`src/rtl/blend_th_ctrl.sv`:
```
// Blend-threshold comparator sequencer: double-buffered thresholds, pixel stream framing, registered result stream.
// Optional per-frame histogram counters are enabled with the BLEND_STATS_EN macro.
//
// state | meaning
// IDLE  | waiting for a start-of-frame pixel; non-sof pixels are dropped
// RUN   | inside a frame, tracking x/y position
// ERR   | one-cycle malformed-frame recovery, input stalled
module blend_th_ctrl #(
    parameter int         IMG_W   = 640,
    parameter int         IMG_H   = 480,
    parameter logic [7:0] TH0_RST = 8'd10,
    parameter logic [7:0] TH1_RST = 8'd240
) (
    input  logic        clk,
    input  logic        rst_n,
    input  logic        cfg_we,
    input  logic [7:0]  cfg_th0,
    input  logic [7:0]  cfg_th1,
    output logic        cfg_err,
    input  logic        in_valid,
    output logic        in_ready,
    input  logic [7:0]  in_data,
    input  logic        in_sof,
    input  logic        in_eol,
    output logic [7:0]  cmp_a,
    output logic [7:0]  cmp_th0,
    output logic [7:0]  cmp_th1,
    input  logic [7:0]  cmp_out,
    output logic        out_valid,
    input  logic        out_ready,
    output logic [7:0]  out_data,
    output logic        out_sof,
    output logic        out_eol,
`ifdef BLEND_STATS_EN
    output logic [23:0] stat_lo,
    output logic [23:0] stat_mid,
    output logic [23:0] stat_hi,
    output logic        stat_vld,
`endif
    output logic        frm_err,
    output logic        busy
);
    localparam int XW = (IMG_W > 1) ? $clog2(IMG_W) : 1;
    localparam int YW = (IMG_H > 1) ? $clog2(IMG_H) : 1;
    localparam logic [XW-1:0] X_LAST = XW'(IMG_W - 1);
    localparam logic [YW-1:0] Y_LAST = YW'(IMG_H - 1);
    localparam logic [XW-1:0] X_AFTER_SOF = (IMG_W > 1) ? XW'(1) : '0;

    typedef enum logic [1:0] {S_IDLE, S_RUN, S_ERR} state_t;

    state_t        state, state_nxt;
    logic [XW-1:0] x_cnt, x_nxt, pos_x;
    logic [YW-1:0] y_cnt, y_nxt, pos_y;
    logic          restart, restart_nxt;
    logic [7:0]    sh_th0, sh_th1, act_th0, act_th1;
    logic [7:0]    eff_th0, eff_th1;
    logic          xfer, sof_xfer, th_ok, take_th;
    logic          fwd, step, err_set, eof_hit;

    assign in_ready = (state != S_ERR) && (!out_valid || out_ready);
    assign xfer     = in_valid && in_ready;
    assign sof_xfer = xfer && in_sof;
    assign busy     = (state == S_RUN);

    // A write in the same cycle as sof must be visible to that sof pixel.
    assign eff_th0 = cfg_we ? cfg_th0 : sh_th0;
    assign eff_th1 = cfg_we ? cfg_th1 : sh_th1;
    assign th_ok   = eff_th0 < eff_th1;
    assign take_th = sof_xfer && th_ok;

    assign cmp_a   = in_data;
    assign cmp_th0 = take_th ? eff_th0 : act_th0;
    assign cmp_th1 = take_th ? eff_th1 : act_th1;

    assign pos_x = in_sof ? '0 : x_cnt;
    assign pos_y = in_sof ? '0 : y_cnt;

    always_comb begin
        state_nxt   = state;
        x_nxt       = x_cnt;
        y_nxt       = y_cnt;
        restart_nxt = restart;
        fwd         = 1'b0;
        step        = 1'b0;
        err_set     = 1'b0;
        eof_hit     = 1'b0;
        case (state)
            S_IDLE: begin
                if (sof_xfer) begin
                    fwd       = 1'b1;
                    step      = 1'b1;
                    state_nxt = S_RUN;
                end
            end
            S_RUN: begin
                if (xfer) begin
                    fwd = 1'b1;
                    if (in_sof) begin
                        // Unexpected sof: flag it, then resume the new frame after ERR.
                        state_nxt   = S_ERR;
                        err_set     = 1'b1;
                        restart_nxt = 1'b1;
                        x_nxt       = X_AFTER_SOF;
                        y_nxt       = '0;
                    end else begin
                        step = 1'b1;
                    end
                end
            end
            S_ERR: begin
                state_nxt   = restart ? S_RUN : S_IDLE;
                restart_nxt = 1'b0;
            end
            default: state_nxt = S_IDLE;
        endcase

        if (step) begin
            if (in_eol != (pos_x == X_LAST)) begin
                state_nxt   = S_ERR;
                err_set     = 1'b1;
                restart_nxt = 1'b0;
                x_nxt       = '0;
                y_nxt       = '0;
            end else if (in_eol) begin
                x_nxt = '0;
                if (pos_y == Y_LAST) begin
                    state_nxt = S_IDLE;
                    eof_hit   = 1'b1;
                    y_nxt     = '0;
                end else begin
                    y_nxt = pos_y + 1'b1;
                end
            end else begin
                x_nxt = pos_x + 1'b1;
                y_nxt = pos_y;
            end
        end
    end

    always_ff @(posedge clk) begin
        if (!rst_n) begin
            state     <= S_IDLE;
            x_cnt     <= '0;
            y_cnt     <= '0;
            restart   <= 1'b0;
            out_valid <= 1'b0;
            out_data  <= '0;
            out_sof   <= 1'b0;
            out_eol   <= 1'b0;
            frm_err   <= 1'b0;
            cfg_err   <= 1'b0;
            sh_th0    <= TH0_RST;
            sh_th1    <= TH1_RST;
            act_th0   <= TH0_RST;
            act_th1   <= TH1_RST;
        end else begin
            state   <= state_nxt;
            x_cnt   <= x_nxt;
            y_cnt   <= y_nxt;
            restart <= restart_nxt;
            frm_err <= err_set;
            if (fwd) begin
                out_valid <= 1'b1;
                out_data  <= cmp_out;
                out_sof   <= in_sof;
                out_eol   <= in_eol;
            end else if (out_ready) begin
                out_valid <= 1'b0;
            end
            if (cfg_we) begin
                sh_th0 <= cfg_th0;
                sh_th1 <= cfg_th1;
            end
            if (take_th) begin
                act_th0 <= eff_th0;
                act_th1 <= eff_th1;
            end
            if (sof_xfer && !th_ok)
                cfg_err <= 1'b1;
            else if (cfg_we)
                cfg_err <= 1'b0;
        end
    end

`ifdef BLEND_STATS_EN
    logic [23:0] cnt_lo, cnt_mid, cnt_hi;
    logic [23:0] lo_nxt, mid_nxt, hi_nxt;
    logic        is_lo, is_hi;

    function automatic logic [23:0] sat_inc(input logic [23:0] v, input logic inc);
        return (inc && (v != 24'hFF_FFFF)) ? v + 24'd1 : v;
    endfunction

    assign is_lo   = in_data < cmp_th0;
    assign is_hi   = in_data > cmp_th1;
    // A sof pixel always opens a fresh count, even after an aborted frame.
    assign lo_nxt  = sat_inc(in_sof ? 24'd0 : cnt_lo, is_lo);
    assign mid_nxt = sat_inc(in_sof ? 24'd0 : cnt_mid, !is_lo && !is_hi);
    assign hi_nxt  = sat_inc(in_sof ? 24'd0 : cnt_hi, is_hi);

    always_ff @(posedge clk) begin
        if (!rst_n) begin
            cnt_lo   <= '0;
            cnt_mid  <= '0;
            cnt_hi   <= '0;
            stat_lo  <= '0;
            stat_mid <= '0;
            stat_hi  <= '0;
            stat_vld <= 1'b0;
        end else begin
            stat_vld <= 1'b0;
            if (eof_hit) begin
                stat_lo  <= lo_nxt;
                stat_mid <= mid_nxt;
                stat_hi  <= hi_nxt;
                stat_vld <= 1'b1;
                cnt_lo   <= '0;
                cnt_mid  <= '0;
                cnt_hi   <= '0;
            end else if (fwd) begin
                cnt_lo  <= lo_nxt;
                cnt_mid <= mid_nxt;
                cnt_hi  <= hi_nxt;
            end
        end
    end
`endif

endmodule
```
`config.mk`:
```
export PLATFORM = sky130hd
export DESIGN_NAME = blend_th_ctrl
export DESIGN_NICKNAME = d
export VERILOG_FILES = /design/src/rtl/blend_th_ctrl.sv
export SDC_FILE = /design/constraint.sdc
export NUM_CORES = 1
export LEC_CHECK = 0
export ABC_AREA = 1
export BUFFER_PORTS_ARGS = -buffer_cell sky130_fd_sc_hd__buf_2
export CAP_MARGIN = 10
export CORE_MARGIN = 1.5
export CORE_UTILIZATION = 59
export DETAILED_ROUTE_END_ITERATION = 8
export HOLD_SLACK_MARGIN = 0.08
export PLACE_DENSITY = 0.95
export RECOVER_POWER = 25
export SETUP_SLACK_MARGIN = 0.1
export SYNTH_ARGS = -nofsm -noshare
export SYNTH_HDL_FRONTEND = slang
export SYNTH_SLANG_ARGS = --single-unit
```
`constraint.sdc`:
```
create_clock -name clk -period 6.55 [get_ports clk]
set_clock_uncertainty 0.05 [all_clocks]
set_input_delay 0 -clock clk [delete_from_list [all_inputs] [get_ports clk]]
set_output_delay 0 -clock clk [all_outputs]
set_load 0.02 [all_outputs]
```
Yosys cells after proc, flatten, opt, wreduce, memory -nomap -nowiden
Index checks and enable logic that the tools add are counted.

Register bits after elaboration: 67. Bits in latches: 0. Memory bits (writable): 0. ROM bits: 0. Input bits: 39. Output and inout bits: 39. Logic and storage cells: 86. Memories: 0.

Add/sub/neg operators: 2. Multiply operators: 0. Divide/modulo/power cells: 0. Magnitude comparators: 1. Equal/unequal tests: 6. Shift-type cells: 0. Multiplexer cells: 47. Bitwise logic cells: 0. Reductions and logical operators: 16.

Operator list (count): 2-to-1 mux 10 bit (7); 2-to-1 mux 9 bit (7); 2-to-1 mux 8 bit (4); 2-to-1 mux 1 bit (18); 2-to-1 mux 2 bit (7); adder 10 x 1 -> 10 bit, second input constant (1); == test 10 bit, second input constant (1); nonzero test 2 bit (5); adder 9 x 1 -> 9 bit, second input constant (1); == test 9 bit, second input constant (1); less-than comparator 8 bit (1); case mux 1 bit (2 select lines) (3); case mux 2 bit (3 select lines) (1); logical AND 1 bit (5); AND reduction 3 bit (1); == test 2 x 1 -> 1 bit, second input constant (1); == test 2 bit, second input constant (1); zero test 1 bit (2); zero test 2 bit (1); != test 2 bit, second input constant (1); AND reduction 2 bit (1); logical OR 1 bit (1); != test 1 bit (1).

Longest topological paths before layout
Gate-level depths: netlist (run 1).

Word-level depth: 11. Gate-level depth with buffers: 17. Mapped depth without buffers: 14.

Least setup slack after synthesis (run 1)
Ideal clock, no wire load.

Kind: in2reg. Start point: input port cfg_we. End point: register act_th0[5]. Library setup time: 0.129 ns. Data arrival time: 2.097 ns. Required time: 6.371 ns. Slack: 4.274 ns. Cell stages on the path: 14. Path buffers: 3. Cells stage by stage: buf_6 inv_4 clkbuf_1 or2_2 o21ai_0 inv_1 ha_1 a21oi_1 nor2_1 a211oi_4 buf_2 nand4_1 nand2_2 nor2_2.

Longest elaborated chain between the ends: 4. Elaborated cells on any way between the ends: 5. Classes of those cells: order compare: 1; mux: 3; reduce/logical: 1.

RTL lines: start: declaration (line 16) `input logic cfg_we,`; 2-to-1 mux 8 bit (*); named net eff_th0[5] (line 56) `logic [7:0] eff_th0, eff_th1;`; less-than comparator 8 bit (line 68) `assign th_ok = eff_th0 < eff_th1;`; logical AND 1 bit (line 69) `assign take_th = sof_xfer && th_ok;`; 2-to-1 mux 8 bit (*); end signal: assignment (line 175) `act_th0 <= eff_th0;`; end: declaration (line 55) `logic [7:0] sh_th0, sh_th1, act_th0, act_th1;`.

Mark *: on every way through the listed nets, which the timed path passes. The rest lies on a longest branch. A chain may end at the register's enable or synchronous reset.

Worst setup path after layout (run 1)
Start point: input port cfg_th0[5]. End point: output port cmp_th0[7].

Longest elaborated chain between the ends: 4.

RTL lines: start: declaration (line 17) `input logic [7:0] cfg_th0,`; 2-to-1 mux 8 bit; named net eff_th0[5] (line 56); less-than comparator 8 bit (line 68); logical AND 1 bit (line 69); 2-to-1 mux 8 bit; end: declaration (line 26) `output logic [7:0] cmp_th0,`.

The timed path passes the listed nets, and every way through them passes these cells.

==> metrics.yaml, run 1 <==
run_status:
  violations: "design-rule violations"
  status: "finished, violations left"
finish:
  seq_area_um2: 1341
  fin_cells: 689
  drive_above_1_share: 0.1661
  final_area_um2: 4488
  diodes: 0
  multi_input_area_um2: 1907
  fill_cells: 410
  synthToLayoutAreaGrowth_pct: 22.21
  nets: 662
route:
  ant_nets: 0
  dr.pass1.iters: 9
  wl_um: 11270
  route.detailed.drc: 1
  viasPerCell: 5.872
  via_count: 4046
  wl_per_cell_um: 16.35
  drt_iter0_drc: 426
global_routing:
  grt_overflow_total: 0
  grt_max_degree: 31
  antenna_found_initial: 0
  grt_pass1_wl_um: 19020
  grtUsageTotal: 0.3795
  first_global_vias: 3966
synthesis:
  synth_edf_count: 0
  synth_top_area_share: 0.3652
  synth_warnings: 0
  synth-seq-area-share: 0.3652
  synth_top_cell_by_area: "dfxtp_1"
  synth.most_common_cell: "nand2_1"
  ys.flop_type: "dfxtp_1"
  synth-seq-cells: 67
  ys_top_cells_by_area: "dfxtp_1 (37%), nand2_1 (13%), nor2_1 (6.2%)"
  postSynthCellCount: 528
  syn_nets: 580
  async_flop_share: 0
  netlist_area_um2: 3672
  yosysUniqueCellTypes: 33
  synth.top_cells.by_count: "nand2_1 (127), dfxtp_1 (67), nor2_1 (61), inv_1 (60), a21oi_1 (31)"
  syn_avg_cell_area_um2: 6.955
setup_path:
  critical_path.startpoint_type: "primary input"
  path_cells: "dlygate4sd3_1 -> buf_2 -> or2_2 -> o21ai_0 -> inv_1 -> ha_1 -> a21oi_1 -> nor2_1 -> a211oi_4 -> nand3_4 -> nand2_1 -> nand2_1 -> inv_1 -> buf_2"
  critPathArrivalTime_ns: 3.37
  slowest_stage: "a211oi_4"
  cp_max_fo: 18
  crit_required_ns: 6.50
  worst-setup-path-type: "primary input to output pin"
  ff2ff_setup_slack_ns: 3.37
  cpLargestDelayFamily: "buffers and inverters"
  endpoint_kind: "output pin"
  cp.buffers_inverters: 5
  max_stage_delay_ns: 0.64
placed_design:
  place_ws_ns: 3.597
  place.gp.congestion: 0.9321
  port_buffers: 61
  hpwl_um: 6074
  dpl_cell_area_um2: 3897
  place_inst: 634
floorplan:
  num_rows: 28
  dieArea_um2: 6707
  start_util: 0.6166
  io_pins: 78
  die-height_um: 81.90
  die_w_um: 81.90
  core_um2: 5956
clock_tree:
  clk_latency_ns: 0.35
  path_clk_slew_ns: 0.07
  cts_tree: "done"
  cts_root_buffer: "clkbuf_8"
  clock_sinks: 67
  cts_buffer_depth: 2
  post_cts_buffers: 0
  cts_made_buffers: 9
  h-tree-depth: 3
worst_hold_path:
  hold_class: "primary input to flop"
timing:
  final.setup.tns_ns: 0
  max_freq_mhz: 292.8
  period_needed_ns: 3.415
  slew_viol_final: 0
  fin_ws_ns: 3.135
  hold_slack_ns: 0.1498
  hold_viol: 0
  slew_headroom: 0.1009
  rsz0062_at_grt: "false"
  period_share: 0.5214
  tightest_slew_ns: 1.349
  setup_viol: 0
job:
  drv_cap: 0
power_and_ir_drop:
  p_per_area_nw_per_um2: 247.3
  static-leakage-power_nw: 2.077
  peakVddDrop_v: 0.0001986
-- report_power, final --
group | leakage (nW) | internal [mW] | switching, mW
Combinational | 1.42 | 0.0884 | 0.187
Clock | 0.104 | 0.223 | 0.156
Sequential | 0.550 | 0.439 | 0.0158
-- registers in the layout, summed over array words and instances, names as in the netlist, 2 cells and up --
name	count
state	2
y_cnt	9
act_th1	8
out_data	8
x_cnt	10
act_th0	8
sh_th1	8
sh_th0	8
-- layout make-up --
cell class                      count  share of cell area
Clock buffer                       13             0.03318
Clock inverter                      2             0.01338
Sequential cell                    67              0.2989
Tap cell                           75             0.02091
Multi-Input combinational cell    366              0.4249
Inverter                           64             0.05408
Timing Repair Buffer              102              0.1547
-- per-stage QoR --
step	utilization	power (mW)
2_1_floorplan	-	0.6396
3_3_place_gp	0.6544	0.6848
3_5_place_dp	0.6544	0.6960
4_1_cts	0.7567	1.086
5_1_grt	0.7536	1.158
6_report	0.7536	1.110
-- cell families (layout without fill, tap and decap cells) --
kind of cell | Yosys count | after routing | synth area share
and+or+nand+nor | 281 | 281 | 0.3557
buffers and inverters | 95 | 181 | 0.1155
DFF | 67 | 67 | 0.3652
AOI/OAI and AO/OA | 60 | 60 | 0.08961
adders and majority gates | 13 | 13 | 0.04429
xor gates and xnor gates | 9 | 9 | 0.02146
muxes | 3 | 3 | 0.008177
-- repair_timing --
| action | CTS | global route |
|---|---|---|
| endpoints found under the setup margin | 0 | 0 |
| gates resized for setup | 0 | 0 |
| hold endpoints to repair | 41 | 0 |
| hold buffers | 40 | 0 |
-- metal layers --
metal	up-vias	routed length, µm	global-route usage
met3	95	1097	0.1322
met5	-	0	0
met1	1830	3952	0.4053
li1	1834	-	-
met2	287	5401	0.6230
met4	0	816	0.2661
-- worst min-delay path: cells and delay by family --
family	cells	cell delay, ns
AND/OR/NAND/NOR	2	0.27
buffers and inverters	1	0.22
-- placed cells by master, fill, tap and decap left out, types with 6 or more instances in the layout --
cell and instances:
nor2_1 61, a21oi_1 31, clkbuf_8 10, nor3_1 6
nand2_1 127, dfxtp_1 67, inv_1 60, nand2_2 15
nor2_2 6, buf_2 46, o21ai_0 23, ha_1 13
nand3_1 22, or2_2 6, dlygate4sd3_1 40, clkbuf_1 18
nand4_1 26
-- final timing paths --
path                         startpoint                    end  cells past startpoint
setup reg to reg    state[0]$_SDFF_PN0_  x_cnt[1]$_SDFFE_PN0P_                     10
hold reg to reg   act_th1[5]$_SDFF_PN1_  act_th1[5]$_SDFF_PN1_                      2
setup / recovery             cfg_th0[5]             cmp_th0[7]                     14
hold / removal                   cfg_we   sh_th0[1]$_SDFF_PN1_                      3
No activity file was read; power rests on OpenSTA's default activity.
==> run 2: changes to the inputs <==
--- a/config.mk
+++ b/config.mk
@@ -9,10 +9,10 @@
 export BUFFER_PORTS_ARGS = -buffer_cell sky130_fd_sc_hd__buf_2
 export CAP_MARGIN = 10
 export CORE_MARGIN = 1.5
-export CORE_UTILIZATION = 59
+export CORE_UTILIZATION = 55
 export DETAILED_ROUTE_END_ITERATION = 8
 export HOLD_SLACK_MARGIN = 0.08
-export PLACE_DENSITY = 0.95
+export PLACE_DENSITY = 0.9
 export RECOVER_POWER = 25
 export SETUP_SLACK_MARGIN = 0.1
 export SYNTH_ARGS = -nofsm -noshare
==> constraint.sdc (replaced) <==
create_clock -name clk -period 3.55 [get_ports clk]
set_clock_uncertainty 0.05 [all_clocks]
set_input_delay 0 -clock clk [delete_from_list [all_inputs] [get_ports clk]]
set_output_delay 0 -clock clk [all_outputs]
set_load 0.02 [all_outputs]
==> run 2 against run 1 <==
Against the previous run:
- the flow now finishes without violations
- critical endpoint is now cmp_th0[3]
- sequential share of layout area is 0.050 points higher
- sequential power up 84%
- count of clock-buffer cells in the layout is 2 lower
- first-iteration DRC count shrank 45%
- die area rose by 7.0%
==> metrics.yaml, run 2 (same netlist as run 1, synthesis figures left out) <==
run_status:
  status: "finished, final reports clean"  # was finished, violations left
route:
  dr.pass1.iters: 5  # was 9
  drt_iter0_drc: 236  # was 426
  wl_per_cell_um: 14.12  # was 16.35 µm
  viasPerCell: 5.460  # was 5.872
  via_count: 3800  # was 4046
  wl_um: 9825  # was 11270 µm
  ant_nets: 0  # unchanged
  route.detailed.drc: 0  # was 1
timing:
  slew_headroom: 0.1647  # was 0.1009
  slew_viol_final: 0  # unchanged
  tightest_slew_ns: 1.253  # was 1.349 ns
  period_needed_ns: 3.225
  period_share: 0.9084
  rsz0062_at_grt: "false"  # unchanged
  hold_slack_ns: 0.1133  # was 0.1498 ns
  max_freq_mhz: 310.1
  setup_viol: 0  # unchanged
  final.setup.tns_ns: 0  # unchanged
  hold_viol: 0  # unchanged
setup_path:
  endpoint_kind: "output pin"  # unchanged
  critPathArrivalTime_ns: 3.17  # was 3.37 ns
  ff2ff_setup_slack_ns: 0.80  # was 3.37 ns
  worst-setup-path-type: "primary input to output pin"  # unchanged
  crit_end: "cmp_th0[3]"  # was cmp_th0[7]
  r2r_start: "sh_th0[4]$_SDFF_PN0_"  # was state[0]$_SDFF_PN0_
  crit_required_ns: 3.50  # was 6.50 ns
  r2r_end: "act_th1[5]$_SDFF_PN1_"  # was x_cnt[1]$_SDFFE_PN0P_
  cp_max_fo: 18  # unchanged
  cp-startpoint: "cfg_th0[7]"  # was cfg_th0[5]
  reg2reg_depth: 9  # was 10
  critical_path.startpoint_type: "primary input"  # unchanged
global_routing:
  grt_overflow_total: 0  # unchanged
  grtUsageTotal: 0.2801  # was 0.3795
  grt_max_degree: 31  # unchanged
  grt_pass1_wl_um: 16250  # was 19020 µm
  first_global_vias: 3681  # was 3966
  antenna_found_initial: 0  # unchanged
power_and_ir_drop:
  sw_frac_of_total: 0.3470  # was 0.3238
  power_frac_comb: 0.264  # was 0.249
  clkPwrFrac: 0.291  # was 0.342
  static-leakage-power_nw: 2.067  # was 2.077 nW
  p_per_area_nw_per_um2: 418.8  # was 247.3 nW/µm²
  switchingPower_mw: 0.6512  # was 0.3593 mW
  seq_power_share: 0.445  # was 0.409
  peakVddDrop_v: 0.0003223  # was 0.0001986 V
  intPower_mw: 1.225  # was 0.7506 mW
worst_hold_path:
  hold_class: "primary input to flop"  # unchanged
finish:
  synthToLayoutAreaGrowth_pct: 22.01  # was 22.21%
  nets: 666  # was 662
  fill_cells: 475  # was 410
  multi_input_area_um2: 1907  # unchanged
  max_flop_register: "x_cnt"  # unchanged
  final_common_cell: "nand2_1"  # unchanged
  drive_above_1_share: 0.1696  # was 0.1661
  diodes: 0  # unchanged
  largest_reg_flops: 10  # unchanged
  most-common-layout-cells: "nand2_1 (127), dfxtp_1 (67), nor2_1 (61), inv_1 (60), buf_2 (46)"  # unchanged
  seq_area_um2: 1341  # unchanged
  final_area_um2: 4481  # was 4488 µm²
  reg_top3: "x_cnt: 10 flops, y_cnt: 9 flops"  # unchanged
floorplan:
  core_um2: 6386  # was 5956 µm²
  dieArea_um2: 7176  # was 6707 µm²
  start_util: 0.5750  # was 0.6166
  io_pins: 78  # unchanged
  num_rows: 29  # was 28
  die_w_um: 84.71  # was 81.90 µm
  die-height_um: 84.71  # was 81.90 µm
job:
  drv_cap: 0  # unchanged
clock_tree:
  clk_latency_ns: 0.35  # about the same
  cts_root_buffer: "clkbuf_8"  # unchanged
  path_clk_slew_ns: 0.07  # about the same
  cts_buffer_depth: 2  # unchanged
  h-tree-depth: 3  # unchanged
  cts_made_buffers: 9  # unchanged
  cts_tree: "done"  # unchanged
  clock_sinks: 67  # unchanged
placed_design:
  port_buffers: 61  # unchanged
  dpl_cell_area_um2: 3908  # was 3897 µm²
  hpwl_um: 6116  # was 6074 µm
  place.gp.congestion: 0.9016  # was 0.9321
## run 2: cell types whose count changed in the layout (fill, tap and decap cells not counted), sizes merged
cell and change:
dlygate4sd3 +3, clkbuf -2, buf +1, clkinv +3
clkinvlp +2, bufinv -2
## run 2: how the worst min path moves through the flow
stage                     from               endpoint  slack [ns]  cells after the start
floorplan           in_data[0]               cmp_a[0]        0.06                      1
global placement    in_data[2]               cmp_a[2]       -0.05                      0
detailed placement  in_data[2]               cmp_a[2]       -0.05                      0
CTS                     in_sof  x_cnt[0]$_SDFFE_PN0P_        0.11                      3
global route            in_sof  x_cnt[0]$_SDFFE_PN0P_        0.13                      3
finish                  in_sof  x_cnt[0]$_SDFFE_PN0P_        0.11                      3
## run 2: area by class of cell
cell class / instances / share of cell area
multi-input cells: 366 / 0.4256
flip-flops and latches: 67 / 0.2994
repair buffers: 106 / 0.1634
inverters: 64 / 0.05417
clock buffers: 11 / 0.02932
well taps: 77 / 0.02150
clock inverters: 5 / 0.006702
## run 2: what timing repair did
item | CTS | global route
hold endpoints to repair | 43 | 0
setup buffers | 0 | 0
resized for setup | 0 | 0
hold buffers | 43 | 0
## run 2: power by group through the flow
stage / clock network (mW) / logic (mW) / registers [mW]
2_1_floorplan: 0 / 0.315 / 0.865
3_3_place_gp: 0 / 0.423 / 0.847
3_5_place_dp: 0 / 0.439 / 0.849
4_1_cts: 0.548 / 0.486 / 0.833
5_1_grt: 0.587 / 0.541 / 0.840
6_report: 0.547 / 0.495 / 0.835
## run 2: routing by layer
layer / wire (µm) / up-vias / global-route usage
li1: - / 1849 / -
met1: 3979 / 1755 / 0.3194
met2: 4922 / 166 / 0.4906
met3: 633 / 30 / 0.06883
met4: 290 / 0 / 0.1320
met5: 0 / - / 0
## run 2: worst max-delay path, stage by stage
cell,delay [ns]
dlygate4sd3_1,0.54
buf_2,0.13
or2_2,0.29
o21ai_0,0.15
inv_1,0.10
ha_1,0.35
nand2_1,0.12
nor2_1,0.08
a211oi_4,0.62
nand3_4,0.34
nand2_1,0.18
nand2_1,0.09
buf_2,0.18
## run 2: metrics by stage
stage          setup slack (ns)  power [mW]  utilization  std cells
2_1_floorplan             1.274       1.180            -        528
3_3_place_gp             0.7842       1.270       0.6119        637
3_5_place_dp             0.6412       1.288       0.6119        637
4_1_cts                  0.4044       1.866       0.7045        696
5_1_grt                  0.1573       1.968       0.7016        696
6_report                 0.3252       1.877       0.7016        696
